===== config.mk =====
export PLATFORM = sky130hd
export DESIGN_NAME = fetch_unit
export DESIGN_NICKNAME = d
export VERILOG_FILES = /design/src/rtl/fetch_unit_pkg.sv /design/src/rtl/fetch_fifo.sv /design/src/rtl/fetch_unit.sv
export SDC_FILE = /design/constraint.sdc
export NUM_CORES = 1
export LEC_CHECK = 0
export CORE_ASPECT_RATIO = 0.75
export CORE_MARGIN = 1
export CORE_UTILIZATION = 52
export CTS_CLUSTER_SIZE = 8
export DETAILED_ROUTE_END_ITERATION = 10
export GPL_TIMING_DRIVEN = 1
export PLACE_DENSITY = 0.89
export SYNTH_ARGS = -nofsm -noshare
export SYNTH_HDL_FRONTEND = slang
export SYNTH_SLANG_ARGS = --single-unit

===== constraint.sdc =====
create_clock -name clk -period 4.6 [get_ports clk]
set_input_delay 0.92 -clock clk [delete_from_list [all_inputs] [get_ports clk]]
set_output_delay 0.92 -clock clk [all_outputs]
set_load 0.02 [all_outputs]

===== src/rtl/fetch_unit_pkg.sv =====
// Shared types and constants for the instruction fetch stage.
package fetch_unit_pkg;

    localparam logic [31:0] DEFAULT_RESET_PC = 32'h0000_0000;
    localparam int unsigned ILEN             = 32;

    typedef struct packed {
        logic [31:0]     pc;
        logic [ILEN-1:0] instr;
    } fetch_entry_t;

endpackage


===== src/rtl/fetch_fifo.sv =====
// Prefetch FIFO of {pc, instr} entries; pointers carry an extra MSB to tell full from empty.
module fetch_fifo
    import fetch_unit_pkg::*;
#(
    parameter int unsigned DEPTH = 2
) (
    input  logic                     clk,
    input  logic                     rst,
    input  logic                     push,
    input  fetch_entry_t             push_data,
    input  logic                     pop,
    input  logic                     flush,
    output fetch_entry_t             head,
    output logic [$clog2(DEPTH):0]   count,
    output logic                     empty
);

    localparam int unsigned AW = $clog2(DEPTH);

    fetch_entry_t  mem_q [DEPTH];
    logic [AW:0]   wr_ptr_q, rd_ptr_q;
    logic          full;

    always_comb begin
        count = wr_ptr_q - rd_ptr_q;
        empty = (wr_ptr_q == rd_ptr_q);
        full  = (wr_ptr_q[AW] != rd_ptr_q[AW]) && (wr_ptr_q[AW-1:0] == rd_ptr_q[AW-1:0]);
        head  = mem_q[rd_ptr_q[AW-1:0]];
    end

    // Storage is reset too so the head reads as zero out of reset.
    always_ff @(posedge clk or negedge rst) begin
        if (!rst) begin
            wr_ptr_q <= '0;
            rd_ptr_q <= '0;
            for (int i = 0; i < DEPTH; i++) begin
                mem_q[i] <= '0;
            end
        end else if (flush) begin
            wr_ptr_q <= '0;
            rd_ptr_q <= '0;
        end else begin
            if (push) begin
                mem_q[wr_ptr_q[AW-1:0]] <= push_data;
                wr_ptr_q                <= wr_ptr_q + (AW+1)'(1);
            end
            if (pop) begin
                rd_ptr_q <= rd_ptr_q + (AW+1)'(1);
            end
        end
    end

    // The credit rule upstream guarantees a free slot for every accepted response.
    a_no_overflow: assert property (@(posedge clk) disable iff (!rst)
        (push && !pop && !flush) |-> !full);

endmodule


===== src/rtl/fetch_unit.sv =====
// In-order instruction fetch: credit-limited requests, prefetch buffer, redirect flush.
module fetch_unit
    import fetch_unit_pkg::*;
#(
    parameter logic [31:0] RESET_PC = DEFAULT_RESET_PC,
    parameter int unsigned DEPTH    = 2
) (
    input  logic            clk,
    input  logic            rst,
    output logic            imem_req,
    output logic [31:0]     imem_addr,
    input  logic            imem_gnt,
    input  logic            imem_rvalid,
    input  logic [ILEN-1:0] imem_rdata,
    output logic            instr_valid,
    output logic [ILEN-1:0] instr,
    output logic [31:0]     instr_pc,
    input  logic            instr_ready,
    input  logic            redirect,
    input  logic [31:0]     redirect_pc
);

    localparam int unsigned CW      = $clog2(DEPTH) + 1;
    localparam logic [CW:0] DEPTH_C = (CW+1)'(DEPTH);

    logic [31:0]   fetch_pc_q, resp_pc_q;
    logic [CW-1:0] outstanding_q, discard_q;

    fetch_entry_t  head, push_data;
    logic [CW-1:0] count;
    logic          fifo_empty, push, pop, grant;
    logic [CW:0]   in_use;
    logic [31:0]   redirect_base;

    always_comb begin
        instr_valid   = !fifo_empty && !redirect;
        pop           = instr_valid && instr_ready;
        // Entries held plus words still owed by memory, net of this cycle's pop.
        in_use        = {1'b0, count} + {1'b0, outstanding_q} - (CW+1)'(pop);
        imem_req      = rst && !redirect && (in_use < DEPTH_C);
        grant         = imem_req && imem_gnt;
        push          = imem_rvalid && (discard_q == '0) && !redirect;
        push_data     = '{pc: resp_pc_q, instr: imem_rdata};
        redirect_base = redirect_pc & 32'hFFFF_FFFC;
        imem_addr     = fetch_pc_q;
        instr         = head.instr;
        instr_pc      = head.pc;
    end

    always_ff @(posedge clk or negedge rst) begin
        if (!rst) begin
            fetch_pc_q    <= RESET_PC;
            resp_pc_q     <= RESET_PC;
            outstanding_q <= '0;
            discard_q     <= '0;
        end else begin
            outstanding_q <= outstanding_q + CW'(grant) - CW'(imem_rvalid);
            if (redirect) begin
                fetch_pc_q <= redirect_base;
                resp_pc_q  <= redirect_base;
                // Every word still owed after this cycle belongs to the old stream.
                discard_q  <= outstanding_q - CW'(imem_rvalid);
            end else begin
                if (grant) begin
                    fetch_pc_q <= fetch_pc_q + 32'd4;
                end
                if (push) begin
                    resp_pc_q <= resp_pc_q + 32'd4;
                end
                if (imem_rvalid && (discard_q != '0)) begin
                    discard_q <= discard_q - CW'(1);
                end
            end
        end
    end

    fetch_fifo #(
        .DEPTH (DEPTH)
    ) u_fifo (
        .clk       (clk),
        .rst       (rst),
        .push      (push),
        .push_data (push_data),
        .pop       (pop),
        .flush     (redirect),
        .head      (head),
        .count     (count),
        .empty     (fifo_empty)
    );

endmodule


* Word-level counts from Yosys, hierarchy flattened *
Cells that the tools add are included.

operators by class
  add/sub/neg operators = 11
  bitwise logic cells = 3
  eq/ne operators = 1
  muxes and demuxes = 16
  reductions and logical operators = 18
  order comparisons = 4

operators by type and width
  cell                                                                           number
  64-bit two-way mux                                                             4
  128-bit bitwise mux                                                            1
  32-bit two-way mux                                                             4
  32-bit by 3-bit adder with 32-bit output (second input constant)               2
  64-bit demux with 1-bit select                                                 1
  2-bit two-way mux                                                              6
  2-bit nonzero test                                                             5
  1-bit logical AND                                                              9
  2-bit by 1-bit adder with 2-bit output (second input constant)                 2
  2-bit >= comparator (second input constant)                                    2
  1-bit NOT with 2-bit output                                                    2
  2-bit by 1-bit subtractor with 2-bit output                                    2
  2-bit by 2-bit adder with 3-bit output                                         1
  3-bit by 2-bit less-than comparator with 1-bit output (second input constant)  1
  3-bit by 1-bit subtractor with 3-bit output                                    1
  2-bit by 1-bit adder with 2-bit output                                         1
  2-bit == test                                                                  1
  1-bit zero test                                                                2
  2-bit zero test                                                                1
  2-bit by 1-bit less-than comparator with 1-bit output (second input constant)  1
  2-bit AND reduction                                                            1
  2-bit by 1-bit subtractor with 2-bit output (second input constant)            1
  2-bit subtractor                                                               1
  1-bit NOT                                                                      1

storage, ports and cells
  input port bits = 70
  word-level logic and storage cells = 63
  output and inout bits = 98
  bits in registers = 200

* Logic depth before layout (Yosys ltp) *
Gate-level depths: netlist of run 1.

  depth after elaboration = 10
  gate-level depth with buffers = 17
  depth with buffers taken out = 15

* Cells and area by module *
From an unflattened synthesis of run 1, not the netlist that was laid out.

second synthesis, totals
  cells, all modules = 760
  area, all modules = 9793.1 µm²

by module, submodules not included
  module      area each (µm²)  instances  cells each
  fetch_fifo  6159.7           1          363
  fetch_unit  3633.5           1          397

* Worst setup path after synthesis of run 1 *
OpenSTA, ideal clock, no wires.

  path type = input -> register
  start = input port redirect
  end = register outstanding_q[1]
  arrival = 4.007 ns
  slack = 0.470 ns
  stages = 16
  library setup time = 0.123 ns
  buffers on the path = 3
  cell sequence = buf_6 a21oi_1 and2_1 ha_1 nand2b_1 fa_1 nand4b_4 nor2_1 inv_1 clkbuf_1 buf_2 ha_1 inv_1 ha_1 xnor2_1 xnor2_1

between the ends
  word-level cells in the longest chain between the ends = 9
  elaborated cells between the ends (all ways) = 10

RTL lines
  what                                                   line              text
  from (decl)                                            fetch_unit.sv:19  input logic redirect,
  1-bit zero test                                        fetch_unit.sv:36  instr_valid = !fifo_empty && !redirect;
  1-bit logical AND                                      fetch_unit.sv:36
  net instr_valid                                        fetch_unit.sv:15  output logic instr_valid,
  1-bit logical AND                                      fetch_unit.sv:37  pop = instr_valid && instr_ready;
  3-bit by 1-bit subtractor with 3-bit output            fetch_unit.sv:39  in_use = {1'b0, count} + {1'b0, outstanding_q} - (CW+1)'(pop);
  3-bit by 2-bit less-than comparator with 1-bit output  fetch_unit.sv:40  imem_req = rst && !redirect && (in_use < DEPTH_C);
  1-bit logical AND                                      fetch_unit.sv:40
  1-bit logical AND                                      fetch_unit.sv:41  grant = imem_req && imem_gnt;
  2-bit by 1-bit adder with 2-bit output                 fetch_unit.sv:57  outstanding_q <= outstanding_q + CW'(grant) - CW'(imem_rvalid);
  2-bit by 1-bit subtractor with 2-bit output            fetch_unit.sv:57
  to (signal assigned)                                   fetch_unit.sv:57
  to (decl)                                              fetch_unit.sv:27  logic [CW-1:0] outstanding_q, discard_q;

The timed path passes the listed nets, and every way through them passes these cells.
A chain may end at the register's enable or synchronous reset.

* Final worst setup path of run 1 *
  start = input port redirect
  end = output port imem_req

between the ends
  word-level cells in the longest chain between the ends = 6
  elaborated cells between the ends (all ways) = 7

RTL lines
  what                                                   line                                text
  1-bit zero test *                                      fetch_unit.sv:36, fetch_unit.sv:40
  1-bit logical AND                                      fetch_unit.sv:36
  1-bit logical AND                                      fetch_unit.sv:37
  3-bit by 1-bit subtractor with 3-bit output            fetch_unit.sv:39
  3-bit by 2-bit less-than comparator with 1-bit output  fetch_unit.sv:40
  1-bit logical AND *                                    fetch_unit.sv:40
  to (decl)                                              fetch_unit.sv:10                    output logic imem_req,

Mark *: on every way between the ends. The rest lies on a longest branch, timed or not.

==> flow_summary.ini, run 1 <==
[route]
avgRoutedWirePerCell_um = 18.4
routed-via-count = 6425
routed_wirelength_um = 21100
dr.pass1.iters = 5
postRouteAntennaNets = 0
drt_iter0_drc = 426
avgViaCountPerCell = 5.63
post-route-drc-count = 0

[setup_path]
critPathKind = in -> out
setup.worst_path.end_class = output pin
cp_max_fo = 3
startpoint = redirect
worstPathRequired_ns = 3.68
r2r-start = u_fifo.wr_ptr_q[0]
arrival_ns = 3.16
r2r_slack_ns = 0.89
rr_worst_depth = 13
critPathLaunchType = input pin

[cts]
cts_setup_buffers = 0
cts_made_buffers = 17
cts_hold_buf = 0
cts.clk_slew.worst_paths_ns = 0.07
cts_tree = built
clock_path_buffers = 2
cts_root_buffer = clkbuf_16
h-tree-depth = 4
cts.sinks = 192
clk_latency_ns = 0.43

[synth]
syn_area_per_cell_um2 = 12.5
synthAdderAreaFrac = 0.0143
async_reset_ff_frac = 1.00
synthXorXnorAreaFrac = 0.0454
yosysWarnings = 0
synthCells = 744
synthMuxAreaShare = 0.252
synth_compound_area_frac = 0.0427
synthSimpleGateAreaFrac = 0.0979
synth_top_family_by_area = multiplexers
netlist-cell-type-count = 46
synth_edf_count = 0
syn_area_um2 = 9270
synth_flop_cell = dfrtp_1
yosysSeqAreaShare = 0.519
yosys_register_bits = 192

[floorplanning]
num_io_pins = 168
die_w_um = 156
core_um2 = 17100
dieArea_um2 = 18400
rows = 41
start_util = 0.541
chipHeight_um = 118

[sta]
rsz0062_at_grt = no
layout_setup_ws_ns = 0.520
setup_viol = 0
worst_slew_pin_slew_ns = 1.21
min_period_ns = 4.08
fmax_mhz = 245
setup_tns_ns = 0
worst_slew_margin_rel = 0.192
final_max_slew_viol_count = 0
skew_ns = 0.0114
finalCritPeriodShare = 0.887
finalHoldViolations = 0

[placed_design]
globalplace.congestion = 0.839
port_buffers = 161
hpwl_um = 14200
dp_slack_ns = 0.109

[global_routing]
grt_pass1_wl_um = 34800
grt-ovfl-total = 0
grt_pass1_vias = 6578
grt_max_degree = 193
grt_util_all_layers = 0.242
antenna_found_initial = 0

[power_and_ir_drop]
leakagePower_uw = 0.00503
peakVddDrop_mv = 0.409
powerDensity_nw_per_um2 = 587

[final_layout]
n_fill_cell = 1278
final_common_cell = mux2_2
drive_gt1_frac = 0.286
diodes = 0
synthToLayoutAreaGrowth_pct = 26.0
seqCellArea_um2 = 4810
layout_common_cells = mux2_2 (204), dfrtp_1 (191), clkdlybuf4s50_1 (159), nand2_1 (44), nand3_1 (28)
multi_input_area_um2 = 4220
nets = 973

[status]
status = finished clean

[hold_path]
min_path_cells = 2
hp-class = reg -> reg
hold_start = u_fifo.mem_q[51]

[job]
max-cap-violations = 0
[flip-flops by register name, indices dropped and copies added (netlist names)]
name,count
u_fifo.mem_q,124
u_fifo.wr_ptr_q,2
imem_addr,30
outstanding_q,2
resp_pc_q,30
u_fifo.rd_ptr_q,2
discard_q,2
[cells by family (layout without fill, tap and decap cells)]
family                   after synthesis  count (layout)
adder cells (fa/ha/maj)               10              10
other                                  1               4
buffers and inverters                 57             216
flip-flops                           192             192
multiplexers                         208             208
XOR/XNOR                              48              48
AND/OR/NAND/NOR                      164             164
AO/OA/AOI/OAI                         64              64
[through the flow]
step                      hold WS (ns)  std cells  utilization  total power [uW]  instance area, um^2
after global placement           0.455       1110        0.647              5320                11100
after CTS                        0.482       1142        0.681              6920                11700
after detailed placement         0.466       1110        0.647              5410                11100
after floorplan                  0.444        747            -              4270                 9280
after global routing             0.504       1142        0.682              7240                11700
final                            0.478       1142        0.682              6860                11700
[worst paths after layout]
| kind | to |
|---|---|
| worst max-delay path | imem_req |
| worst min-delay path | u_fifo.mem_q[51] |
| worst max register to register | imem_addr[19] |
| worst min register to register | u_fifo.mem_q[51] |
| max in group asynchronous | u_fifo.rd_ptr_q[0] |
| min in group asynchronous | imem_addr[4] |
[what timing repair did]
item	4_1_cts	5_1_grt
gates resized for setup	0	1
endpoints found under the hold margin	0	0
endpoints found under the setup margin	0	1
[report_power, final]
part	switching (uW)	internal (uW)
Sequential	341	2230
Combinational	1260	1540
Clock	653	834
[worst max-delay path, stage by stage]
cell             delay, ns
clkdlybuf4s50_1       0.43
a21oi_1               0.20
and2_1                0.20
ha_1                  0.23
nand2b_1              0.16
fa_1                  0.38
xnor2_1               0.19
nor3_1                0.18
dlymetal6s2s_1        0.28
[per-layer routing]
| metal | GRT usage | up-vias | part of all wire |
|---|---|---|---|
| met5 | 0 | - | 0 |
| met4 | 0.0650 | 0 | 0.015 |
| met3 | 0.0659 | 29 | 0.070 |
| met2 | 0.368 | 234 | 0.46 |
| met1 | 0.339 | 3224 | 0.45 |
| li1 | - | 2938 | - |
[cells in the mapped netlist (all sizes together) (8+ instances only)]
cell type	n	area, um^2
and3	14	87.6
clkbuf	19	71.3
xor2	25	219
mux2	204	2300
nand4	20	131
xnor2	23	201
nand2	44	165
o211ai	8	60.1
nand3	30	155
buf	25	144
nor2	23	86.3
and2	8	50.1
dfrtp	192	4800
ha	9	113
inv	13	48.8
o21ai	29	145
[cell type report]
| type | count | share of cell area |
|---|---|---|
| clock buffer | 20 | 0.0391 |
| multi-input combinational | 498 | 0.362 |
| clock inverter | 12 | 0.0113 |
| inverter | 13 | 0.00418 |
| timing repair buffer | 171 | 0.147 |
| sequential | 192 | 0.412 |
| tap | 236 | 0.0253 |
(Power assumes the default switching activity.)
==> run 2: changes to the inputs <==
--- a/config.mk
+++ b/config.mk
@@ -14,4 +14,5 @@
 export PLACE_DENSITY = 0.89
 export SYNTH_ARGS = -nofsm -noshare
 export SYNTH_HDL_FRONTEND = slang
+export SYNTH_HIERARCHICAL = 1
 export SYNTH_SLANG_ARGS = --single-unit
==> run 2 against run 1 <==
  * Worst setup slack worse by 0.26 ns
  * Combinational power is 17% lower
  * Final cell count is 3.6% higher
  * Routed wire length rose by 5.7%
  * Sequential share of layout area down 0.40 points
  * Clock skew grew 0.0037 ns
  * Largest cell class unchanged
  * Clock power is 4% lower
  * Utilization shrank 2.9 points
  * Synthesized cell count is 2.2% higher
  * Register-to-register slack lost 0.27 ns
==> flow_summary.ini, run 2 <==
[hold_path]
hp-class = in -> async

[floorplanning]
start_util = 0.531
chipHeight_um = 121
core_um2 = 18500
rows = 43
die_w_um = 160
num_io_pins = 168
dieArea_um2 = 19400

[synth]
yosysSeqAreaShare = 0.501
netlist-cell-type-count = 51
netlist.area_leader.share = 0.501
syn_area_um2 = 9790
synth_flop_cell = dfrtp_1
synth_edf_count = 0
synthCells = 760
syn_area_per_cell_um2 = 12.9
yosys.area.top_type = dfrtp_1
synth_common_cells = dfrtp_1 (196), mux2_2 (123), mux2_4 (70), nand2_1 (59), o21ai_0 (38)
synth.most_common_cell = dfrtp_1
yosysWarnings = 6
yosys_register_bits = 196
async_reset_ff_frac = 1.00
synthTopCellsByArea = dfrtp_1 (50%), mux2_2 (14%), mux2_4 (11%)

[placed_design]
hpwl_um = 14900
dp_slack_ns = 0.135
port_buffers = 163
globalplace.congestion = 0.837

[setup_path]
critPathKind = reg -> out
worstPathRequired_ns = 3.68
setup.worst_path.end_class = output pin
cp_max_fo = 6
critPathLaunchType = register
arrival_ns = 3.42

[final_layout]
largest_reg_flops = 128
drive_gt1_frac = 0.266
fin_util = 0.652
synthToLayoutAreaGrowth_pct = 22.9
diodes = 0
final_common_cell = dfrtp_1
regMostFlops = u_fifo/mem_q
nets = 1005
layout_common_cells = dfrtp_1 (195), clkdlybuf4s50_1 (160), mux2_2 (123), mux2_4 (70), nand2_1 (59)

[route]
dr.pass1.iters = 5
avgRoutedWirePerCell_um = 18.8
routed-via-count = 6753
post-route-drc-count = 0
avgViaCountPerCell = 5.71
drt_iter0_drc = 579
postRouteAntennaNets = 0
routed_wirelength_um = 22300

[global_routing]
grt_max_degree = 75
grt-ovfl-total = 0
grt_util_all_layers = 0.240
grt_pass1_vias = 6873
grt_pass1_wl_um = 36500
antenna_found_initial = 0

[sta]
final_max_slew_viol_count = 0
layout_setup_ws_ns = 0.260
rsz0062_at_grt = no
fmax_mhz = 230
worst_slew_margin_rel = 0.387
setup_viol = 0
finalHoldViolations = 0
setup_tns_ns = 0
worst_slew_pin_slew_ns = 0.919
fin_hold_ws_ns = 0.437
min_period_ns = 4.34
finalCritPeriodShare = 0.944
skew_ns = 0.0151

[power_and_ir_drop]
leakagePower_uw = 0.00532
powerDensity_nw_per_um2 = 520
peakVddDrop_mv = 0.330

[cts]
cts_hold_buf = 0
cts_root_buffer = clkbuf_16
cts_made_buffers = 17
cts.sinks = 196
cts_tree = built
h-tree-depth = 4
clk_latency_ns = 0.43
cts.clk_slew.worst_paths_ns = 0.07
clock_path_buffers = 2

[status]
status = finished clean

[job]
max-cap-violations = 0
## run 2: cell count changes after synthesis, sizes merged, moves of 8 or more
cell    previous run  this run
xnor2             23        15
clkbuf            19         8
nand2             44        60
o21ai             29        38
mux2             204       193
## run 2: cell type report
class                   instances  area [um^2]
multi-input cells             520         4490
flip-flops and latches        196         4910
clock buffers                  20          457
fillers                      1374         6420
inverters                      15         56.3
well taps                     247          309
repair buffers                175         1720
clock inverters                10         98.8
## run 2: per-stage QoR
step	std cells	cell area (um^2)	power, uW
2_1_floorplan	765	9810	3870
5_1_grt	1183	12000	6580
3_3_place_gp	1153	11500	4760
6_report	1183	12000	6250
4_1_cts	1183	12000	6300
3_5_place_dp	1153	11500	4840
## run 2: cell families (layout without fill, tap and decap cells)
family | Yosys count | after routing | synth area share
flip-flops | 196 | 196 | 0.501
AND/OR/NAND/NOR | 180 | 180 | 0.0958
adder cells (fa/ha/maj) | 10 | 10 | 0.0135
XOR/XNOR | 41 | 41 | 0.0367
other | 1 | 6 | 0.000383
buffers and inverters | 49 | 220 | 0.0432
AO/OA/AOI/OAI | 87 | 87 | 0.0577
multiplexers | 196 | 196 | 0.252
## run 2: report_power, final
group	internal (uW)	switching [uW]
logic	1310	1020
registers	2180	312
clock network	776	655
total	4260	1990
## run 2: path summary, 6_finish.rpt
path,start,end,slack [ns],depth (start not counted)
worst min register to register,u_fifo/mem_q[111],u_fifo/mem_q[111],0.50,1
worst min-delay path,rst,resp_pc_q[5],0.44,1
worst max-delay path,u_fifo/wr_ptr_q[0],imem_req,0.26,11
min in group clk,u_fifo/mem_q[111],u_fifo/mem_q[111],0.50,1
max in group asynchronous,rst,u_fifo/rd_ptr_q[0],2.84,2
worst max register to register,u_fifo/wr_ptr_q[0],imem_addr[22],0.62,14
## run 2: timing repair
action / 4_1_cts / 5_1_grt
endpoints found under the setup margin: 1 / 0
setup buffers: 0 / 0
endpoints found under the hold margin: 0 / 0
resized for setup: 1 / 0
## run 2: per-layer routing
layer	vias to the layer above	part of all wire	global-route usage
met2	270	0.46	0.376
met1	3388	0.46	0.339
met3	30	0.064	0.0494
met4	0	0.017	0.0655
met5	-	0	0
li1	3065	-	-
## run 2: critical path, stage by stage (launching register included)
cell and delay [ns]:
dfrtp_1 0.49, inv_1 0.09, ha_1 0.31, and2_1 0.14
nor2_1 0.12, and2_1 0.19, ha_1 0.24, nand2b_1 0.17
fa_1 0.56, nand2_1 0.07, nor3_1 0.24, dlygate4sd2_1 0.38
==> run 3: changes to the inputs <==
--- a/config.mk
+++ b/config.mk
@@ -12,6 +12,7 @@
 export DETAILED_ROUTE_END_ITERATION = 10
 export GPL_TIMING_DRIVEN = 1
 export PLACE_DENSITY = 0.89
+export SLEW_MARGIN = 20
 export SYNTH_ARGS = -nofsm -noshare
 export SYNTH_HDL_FRONTEND = slang
 export SYNTH_HIERARCHICAL = 1
==> results of run 3 <==
The final DEF is identical to that of run 2; final timing and power are the same.
